**config.mk**
```make
export PLATFORM = sky130hd
export DESIGN_NAME = fpmult_exec_stage
export DESIGN_NICKNAME = d
export VERILOG_FILES = /design/src/rtl/fpmult_pkg.sv /design/src/rtl/fpmult_exec_mac.sv /design/src/rtl/fpmult_exec_stage.sv
export SDC_FILE = /design/constraint.sdc
export NUM_CORES = 1
export LEC_CHECK = 0
export BUFFER_PORTS_ARGS = -buffer_cell sky130_fd_sc_hd__buf_2
export CORE_MARGIN = 4
export CORE_UTILIZATION = 45
export DETAILED_ROUTE_END_ITERATION = 10
export HOLD_SLACK_MARGIN = 0.1
export PLACE_DENSITY = 0.62
export SYNTH_ARGS = -nofsm -noshare
export SYNTH_HDL_FRONTEND = slang
export SYNTH_SLANG_ARGS = --single-unit
```
**constraint.sdc**
```tcl
create_clock -name clk -period 12.6 [get_ports clk]
set_input_delay 0 -clock clk [delete_from_list [all_inputs] [get_ports clk]]
set_output_delay 0 -clock clk [all_outputs]
set_load 0.02 [all_outputs]
```
**src/rtl/fpmult_pkg.sv**
```systemverilog
// fpmult_pkg: shared constants, FSM state type and helpers for the FPMult execute stage.
`default_nettype none

package fpmult_pkg;

    localparam int EXP_W  = 8;
    localparam int MAN_W  = 23;
    localparam int SPLIT  = 17;
    localparam int CHUNK  = 4;
    localparam int BIAS   = 127;
    localparam int NCHUNK = (SPLIT + CHUNK - 1) / CHUNK;
    localparam int PROD_W = 2 * (MAN_W + 1);
    localparam int CNT_W  = (NCHUNK > 1) ? $clog2(NCHUNK) : 1;

    // Exception flag bit positions within {any, ANaN, BNaN, AInf, BInf}
    localparam int EXC_ANY  = 4;
    localparam int EXC_ANAN = 3;
    localparam int EXC_BNAN = 2;
    localparam int EXC_AINF = 1;
    localparam int EXC_BINF = 0;

    typedef enum logic [1:0] {
        IDLE = 2'd0,
        MUL  = 2'd1,
        DONE = 2'd2
    } state_t;

    // Two extra bits keep exponent overflow and underflow visible as two's complement.
    function automatic logic [EXP_W+1:0] calc_ep(input logic [EXP_W-1:0] ea,
                                                 input logic [EXP_W-1:0] eb,
                                                 input logic             norm);
        return {2'b00, ea} + {2'b00, eb} - (EXP_W+2)'(BIAS)
               + {{(EXP_W+1){1'b0}}, norm};
    endfunction

endpackage

`default_nettype wire

```
**src/rtl/fpmult_exec_mac.sv**
```systemverilog
// fpmult_exec_mac: one serial multiply-accumulate step, acc + ({1,Ma} * chunk << idx*CHUNK).
`default_nettype none

module fpmult_exec_mac
    import fpmult_pkg::*;
(
    input  logic [PROD_W-1:0] acc,
    input  logic [MAN_W:0]    mant,
    input  logic [CHUNK-1:0]  chunk,
    input  logic [CNT_W-1:0]  idx,
    output logic [PROD_W-1:0] sum
);

    logic [MAN_W+CHUNK:0] term;
    logic [PROD_W-1:0]    term_sh;

    assign term    = {{CHUNK{1'b0}}, mant} * {{(MAN_W+1){1'b0}}, chunk};
    assign term_sh = PROD_W'(term) << (int'(idx) * CHUNK);
    assign sum     = acc + term_sh;

endmodule

`default_nettype wire

```
**src/rtl/fpmult_exec_stage.sv**
```systemverilog
// fpmult_exec_stage: FPMult execute stage - serial low-mantissa MAC, normalise, sign/exponent.
// Optional macro FPMULT_EXEC_GRS_EN enables the guard/sticky outputs.  Rev 1.0
`default_nettype none

module fpmult_exec_stage
    import fpmult_pkg::*;
(
    input  logic                clk,
    input  logic                rst,
    input  logic                in_valid,
    output logic                in_ready,
    input  logic                in_sa,
    input  logic                in_sb,
    input  logic [EXP_W-1:0]    in_ea,
    input  logic [EXP_W-1:0]    in_eb,
    input  logic [MAN_W-1:0]    in_ma,
    input  logic [SPLIT-1:0]    in_mb_lo,
    input  logic [PROD_W-1:0]   in_mp,
    input  logic [4:0]          in_exc,
    output logic                out_valid,
    input  logic                out_ready,
    output logic                out_sp,
    output logic [EXP_W+1:0]    out_ep,
    output logic [MAN_W:0]      out_mn,
    output logic                out_norm,
    output logic [1:0]          out_grs,
    output logic [4:0]          out_exc
);

    localparam int               MB_W   = NCHUNK * CHUNK;
    localparam int               G_IDX  = PROD_W - MAN_W - 2;
    localparam logic [CNT_W-1:0] CNT_LAST = CNT_W'(NCHUNK - 1);

    state_t              state;
    state_t              state_nxt;
    logic [CNT_W-1:0]    cnt;
    logic [PROD_W-1:0]   acc;
    logic [PROD_W-1:0]   acc_nxt;
    logic                sa;
    logic                sb;
    logic [EXP_W-1:0]    ea;
    logic [EXP_W-1:0]    eb;
    logic [MAN_W-1:0]    ma;
    logic [MB_W-1:0]     mb_pad;
    logic [4:0]          exc;

    logic                accept;
    logic                last;
    logic [CHUNK-1:0]    chunk;
    logic                norm_w;
    logic [MAN_W:0]      mn_w;

    assign in_ready  = (state == IDLE);
    assign out_valid = (state == DONE);
    assign accept    = in_valid && in_ready;
    assign last      = (state == MUL) && (cnt == CNT_LAST);
    assign chunk     = mb_pad[int'(cnt) * CHUNK +: CHUNK];

    fpmult_exec_mac u_mac (
        .acc   (acc),
        .mant  ({1'b1, ma}),
        .chunk (chunk),
        .idx   (cnt),
        .sum   (acc_nxt)
    );

    // Normalisation looks at the accumulator including the final chunk.
    assign norm_w = acc_nxt[PROD_W-1];
    assign mn_w   = norm_w ? acc_nxt[PROD_W-1 -: MAN_W+1] : acc_nxt[PROD_W-2 -: MAN_W+1];

    always_ff @(posedge clk or negedge rst) begin
        if (!rst) begin
            state <= IDLE;
        end else begin
            state <= state_nxt;
        end
    end

    always_comb begin
        state_nxt = state;
        case (state)
            IDLE: begin
                if (accept) begin
                    state_nxt = in_exc[EXC_ANY] ? DONE : MUL;
                end
            end
            MUL: begin
                if (cnt == CNT_LAST) begin
                    state_nxt = DONE;
                end
            end
            DONE: begin
                if (out_ready) begin
                    state_nxt = IDLE;
                end
            end
            default: state_nxt = IDLE;
        endcase
    end

    always_ff @(posedge clk or negedge rst) begin
        if (!rst) begin
            cnt      <= '0;
            acc      <= '0;
            sa       <= 1'b0;
            sb       <= 1'b0;
            ea       <= '0;
            eb       <= '0;
            ma       <= '0;
            mb_pad   <= '0;
            exc      <= '0;
            out_sp   <= 1'b0;
            out_ep   <= '0;
            out_mn   <= '0;
            out_norm <= 1'b0;
            out_exc  <= '0;
        end else begin
            if (accept) begin
                sa     <= in_sa;
                sb     <= in_sb;
                ea     <= in_ea;
                eb     <= in_eb;
                ma     <= in_ma;
                mb_pad <= MB_W'(in_mb_lo);
                exc    <= in_exc;
                acc    <= in_mp << SPLIT;
                cnt    <= '0;
                // Exceptional operands skip the MAC; the result is formed right away.
                if (in_exc[EXC_ANY]) begin
                    out_sp   <= in_sa ^ in_sb;
                    out_ep   <= calc_ep(in_ea, in_eb, 1'b0);
                    out_mn   <= '0;
                    out_norm <= 1'b0;
                    out_exc  <= in_exc;
                end
            end else if (state == MUL) begin
                acc <= acc_nxt;
                cnt <= cnt + CNT_W'(1);
                if (last) begin
                    out_sp   <= sa ^ sb;
                    out_ep   <= calc_ep(ea, eb, norm_w);
                    out_mn   <= mn_w;
                    out_norm <= norm_w;
                    out_exc  <= exc;
                end
            end
        end
    end

`ifdef FPMULT_EXEC_GRS_EN
    logic [1:0] grs_q;
    logic       guard_w;
    logic       sticky_w;

    assign guard_w  = norm_w ? acc_nxt[G_IDX] : acc_nxt[G_IDX-1];
    assign sticky_w = norm_w ? (|acc_nxt[G_IDX-1:0]) : (|acc_nxt[G_IDX-2:0]);

    always_ff @(posedge clk or negedge rst) begin
        if (!rst) begin
            grs_q <= 2'b00;
        end else if (accept && in_exc[EXC_ANY]) begin
            grs_q <= 2'b00;
        end else if (last) begin
            grs_q <= {guard_w, sticky_w};
        end
    end

    assign out_grs = grs_q;
`else
    assign out_grs = 2'b00;
`endif

endmodule

`default_nettype wire

```
==> results of run 1 <==
[sequential cells by signal (all words and copies together), names as in the netlist]
signal,flops
sb,1
ea,8
out_ep,10
out_exc,5
ma,23
state,2
eb,8
out_mn,24
cnt,3
mb_pad,17
out_sp,1
acc,48
out_norm,1
sa,1
exc,5
[kinds of logic after synthesis]
family                     count (synthesis)  synth area share
DFF                                      157             0.278
and+or+nand+nor                          678             0.220
xor gates and xnor gates                  74            0.0470
AOI/OAI and AO/OA                        426             0.195
muxes                                     42            0.0335
buffers and inverters                    224            0.0618
adders and majority gates                158             0.165
other                                      1          0.000266
[synth_stat cells (9+ instances only)]
cell type  count  area [um^2]
nand4_1       15         93.8
nor2_1        91          342
nand2_1      353         1330
nor3_1        20          100
mux2i_1       27          270
o21a_1        10         75.1
o21ai_1       27          135
and3_1        76          475
a211oi_1      12         90.1
o22ai_1        9         56.3
o21ai_0       93          465
a221o_1       11          110
a31oi_1       15         93.8
xor2_1        28          245
inv_1        127          477
nor2b_1       17          106
a21oi_1      100          500
xnor2_1       45          394
a21o_1        29          218
clkbuf_1      79          297
and2_1        20          125
mux2_2        12          135
nand3_1       36          180
fa_1          47          941
o21bai_1      10         75.1
dfrtp_1      157         3930
ha_1         111         1390
nand2b_1      17          106
a22oi_1       34          255
o211ai_1      17          128
[stage by stage]
step / util / instance area, um^2 / std cells
after floorplan: - / 14100 / 1761
after global placement: 0.490 / 15100 / 2214
after detailed placement: 0.490 / 15100 / 2214
after CTS: 0.540 / 16600 / 2342
after global routing: 0.540 / 16600 / 2342
final: 0.540 / 16600 / 2342
[layout make-up]
type / count / area (um^2)
Multi-Input combinational cell: 1380 / 9340
Fill cell: 2918 / 14100
Timing Repair Buffer: 250 / 1770
Sequential cell: 157 / 3930
Tap cell: 396 / 495
Inverter: 127 / 477
Clock buffer: 19 / 443
Clock inverter: 13 / 154
[metal layers]
metal / track usage / share of wire
met1: 0.328 / 0.45
met2: 0.387 / 0.47
met3: 0.0432 / 0.057
met4: 0.0561 / 0.016
met5: 0 / 0
[final timing paths]
check	slack, ns	depth (start not counted)	to	startpoint
max	1.99	43	out_ep[8]	cnt[0]
min in group clk	0.21	4	sb	in_valid
max in group asynchronous	11.08	3	acc[12]	rst
min reg2reg	0.47	2	exc[0]	exc[0]
max reg2reg	1.99	43	out_ep[8]	cnt[0]
min	0.20	2	out_mn[14]	rst
[worst max-delay path: cells and delay by family, from the launching register on]
family,cells,cell delay [ns]
fa+ha+maj,5,1.85
mux,1,0.26
flops,1,0.46
buf+inv,3,0.65
simple gates,9,1.55
xor+xnor,2,0.44
compound gates,23,5.30
==> impl_metrics.tcl, run 1 <==
set metrics [dict create \
    hpwl_mm 29.5 \
    min_path_type "input pin to asynchronous set/reset pin" \
    seq_area_frac_synth 0.278 \
    path_max_fanout 31 \
    fin_crit_ns 10.61 \
    fin_ws_ns 1.99 \
    yosys_warnings 0 \
    die_w_um 185 \
    grt_pass1_wl_mm 66.2 \
    timing.fmax_mhz 94.3 \
    cts_num_sinks 157 \
    critPathMostFrequentCell "o21ai_1" \
    status "finished clean" \
    synth_cell_types 77 \
    hold_ws_ns 0.203 \
    die_y_um 185 \
    ys.flop_type "dfrtp_1" \
    hold_buffers 96 \
    cts_setup_buffers 0 \
    rsz0062_at_grt "false" \
    endpoint_kind "flip-flop" \
    clock_skew_ns 0.0137 \
    ioPinCount 160 \
    critPathSlowestCell "a211oi_1" \
    ctsResizeCount 0 \
    port_buffers 140 \
    die_area_um2 34300 \
    final_cell_mix "352 x nand2_1, 157 x dfrtp_1, 139 x buf_2" \
    synth-edff-count 0 \
    worst_pin_slew_ns 1.01 \
    vias 13000 \
    drive_above_1_share 0.117 \
    syn_inst 1760 \
    synthArstFlopShare 1.00 \
    nNetsFinal 2206 \
    gp_congestion 0.930 \
    fin_crit_sh 0.842 \
    cts.clk_slew.worst_paths_ns 0.07 \
    ys_seq_elements 157 \
    tritoncts "yes" \
    cts_buffers 17 \
    critPathMaxStageDelay_ns 0.55 \
    synthesis.area_um2 14100 \
    max_slew_margin 0.326 \
    rows 64 \
    worstSetupPathType "flip-flop to flip-flop" \
    grtUsageTotal 0.237 \
    clockRootBuffer "clkbuf_16" \
    antenna_found_initial 0 \
    first_pass_iters 8 \
    drc 0 \
    wl_per_cell_um 17.1 \
    start_kind "flip-flop" \
    core_area_um2 30700 \
    grt_max_degree 101 \
    clock_path_buffers 2 \
    clk_latency_ns 0.45 \
    htreeDepth 4 \
    crit_required_ns 12.97 \
    grt_pass1_vias 12900 \
    initialDrtViolationCount 1071 \
    max_cap_viol_count 0 \
    routed_wl_mm 40.0 \
    start_util 0.459 \
    dpl_worst_slack_ns 2.21 \
    num_antenna_cells 0 \
    syn_to_final_growth_pct 17.6 \
    timing.final.hold_violations 0 \
    via_per_inst 5.57 \
    finalSetupViolations 0 \
    cp_data_arrival_time_ns 10.97 \
    final_max_slew_viol_count 0 \
    tns_ns 0 \
    overflow 0 \
    synth_area_per_cell_um2 8.02 \
    layout_commonest_cell "nand2_1" \
    ant_nets 0 \
]
Power of run 1 is left out: the tool's default activity adds up to more than one toggle a clock period on the data nets, which glitch-free logic cannot reach.
==> run 2, diff against run 1 <==
- clock period: 12.6 -> 10.05 ns (I/O delays scaled with it)
==> run 2 against run 1 <==
Compared with the run above: final area increased by 3.6%; setup slack lost 1.4 ns; non-clock buffer count increased by 37; via count up 3.2%; utilization grew 1.9 points; count of clock-buffer cells in the layout fell by 1; sequential cell count unchanged; sequential share of layout area down 0.80 points; critical endpoint unchanged; largest cell class unchanged.
==> impl_metrics.tcl, run 2 (synthesis gave the netlist of run 1 again) <==
set metrics [dict create \
    cts_buffers 17 \
    crit_required_ns 10.43 \
    core_area_um2 30700 \
    crit_buf_inv 4 \
    clock_skew_ns 0.0170 \
    clockRootBuffer "clkbuf_16" \
    die_w_um 185 \
    top_layer "met4" \
    drc 0 \
    nNetsFinal 2247 \
    critPathTopFamily "compound AO/OA/AOI/OAI gates" \
    timing.fmax_mhz 105 \
    fin_cells 2384 \
    wl_per_cell_um 17.9 \
    grt_pass1_wl_mm 68.3 \
    ioPinCount 160 \
    critPathMaxStageDelay_ns 0.67 \
    largest_reg_flops 48 \
    endpoint_kind "flip-flop" \
    grtUsageTotal 0.246 \
    gp_congestion 0.933 \
    min_path_type "input pin to asynchronous set/reset pin" \
    drive_above_1_share 0.148 \
    stdcell_area_um2 17200 \
    initialDrtViolationCount 1152 \
    max_cap_viol_count 0 \
    die_area_um2 34300 \
    fin_ws_ns 0.549 \
    fin_crit_ns 9.50 \
    clock_path_buffers 2 \
    timing.final.hold_violations 0 \
    overflow 0 \
    r2r_setup_slack_ns 0.55 \
    start_kind "flip-flop" \
    finalSetupViolations 0 \
    grt_max_degree 103 \
    critPathSlowestCell "mux4_2" \
    final_cell_mix "352 x nand2_1, 155 x dfrtp_1, 139 x buf_2" \
    grt_pass1_vias 13200 \
    htreeDepth 4 \
    place_area_um2 15200 \
    max_slew_margin 0.263 \
    start_util 0.459 \
    reg_top3 "acc: 48 flops, out_mn: 24 flops, ma: 23 flops" \
    status "finished clean" \
    worstSetupPathType "flip-flop to flip-flop" \
    cts.clk_slew.worst_paths_ns 0.08 \
    first_pass_iters 6 \
    port_buffers 140 \
    regMostFlops "acc" \
    met1Wirelength_mm 19.5 \
    dr_wl_met3_mm 2.19 \
    wl_met2_mm 20.3 \
    worst_pin_slew_ns 1.10 \
    hpwl_mm 30.9 \
    die_y_um 185 \
    cp_data_arrival_time_ns 9.88 \
    vias 13500 \
    layout_commonest_cell "nand2_1" \
    syn_to_final_growth_pct 21.8 \
    antenna_found_initial 1 \
    routed_wl_mm 42.6 \
    path_max_fanout 8 \
    rows 64 \
    ant_nets 0 \
    tritoncts "yes" \
    via_per_inst 5.65 \
    final_max_slew_viol_count 0 \
    cts_num_sinks 157 \
    fin_crit_sh 0.945 \
    dpl_worst_slack_ns 0.210 \
    clk_latency_ns 0.46 \
    hold_ws_ns 0.199 \
    dp.cells 2237 \
]
-- run 2: cell count changes in the layout (fill, tap and decap cells not counted), moves of 3 or more --
cell | before | now
a211oi_1 | 12 | 8
a211oi_2 | 4 | 8
a21oi_1 | 99 | 94
a21oi_2 | 5 | 10
buf_4 | 14 | 49
ha_1 | 111 | 107
ha_2 | 0 | 3
-- run 2: area by class of cell --
cell class	count	area (um^2)
clock inverters	14	199
clock buffers	18	439
flip-flops and latches	157	3930
diodes	1	2.50
multi-input cells	1384	9590
fillers	2897	13500
repair buffers	287	2070
well taps	396	495
inverters	127	477
-- run 2: through the flow --
step / setup TNS [ns] / utilization
finish: 0 / 0.559
global placement: 0 / 0.496
detailed placement: 0 / 0.496
global route: -0.0110 / 0.559
CTS: 0 / 0.548
floorplan: 0 / -
-- run 2: worst paths after layout --
path | depth (start not counted) | startpoint | endpoint
max in group asynchronous | 3 | rst | acc[15]
min reg2reg | 2 | exc[3] | exc[3]
max reg2reg | 43 | cnt[0] | out_ep[8]
min in group clk | 4 | in_valid | sb
min | 2 | rst | out_mn[12]
max | 43 | cnt[0] | out_ep[8]
-- run 2: per-layer routing --
layer  vias up  global-route usage
li1       6544                   -
met1      6515               0.339
met2       360               0.409
met3        47              0.0352
met4         0              0.0628
met5         -                   0
-- run 2: timing repair --
item	CTS	global route
hold buffers	97	0
gates resized for setup	0	37
hold endpoints to repair	211	0
endpoints found under the setup margin	0	6
buffers inserted	0	13
Power of run 2 is left out for the same reason.
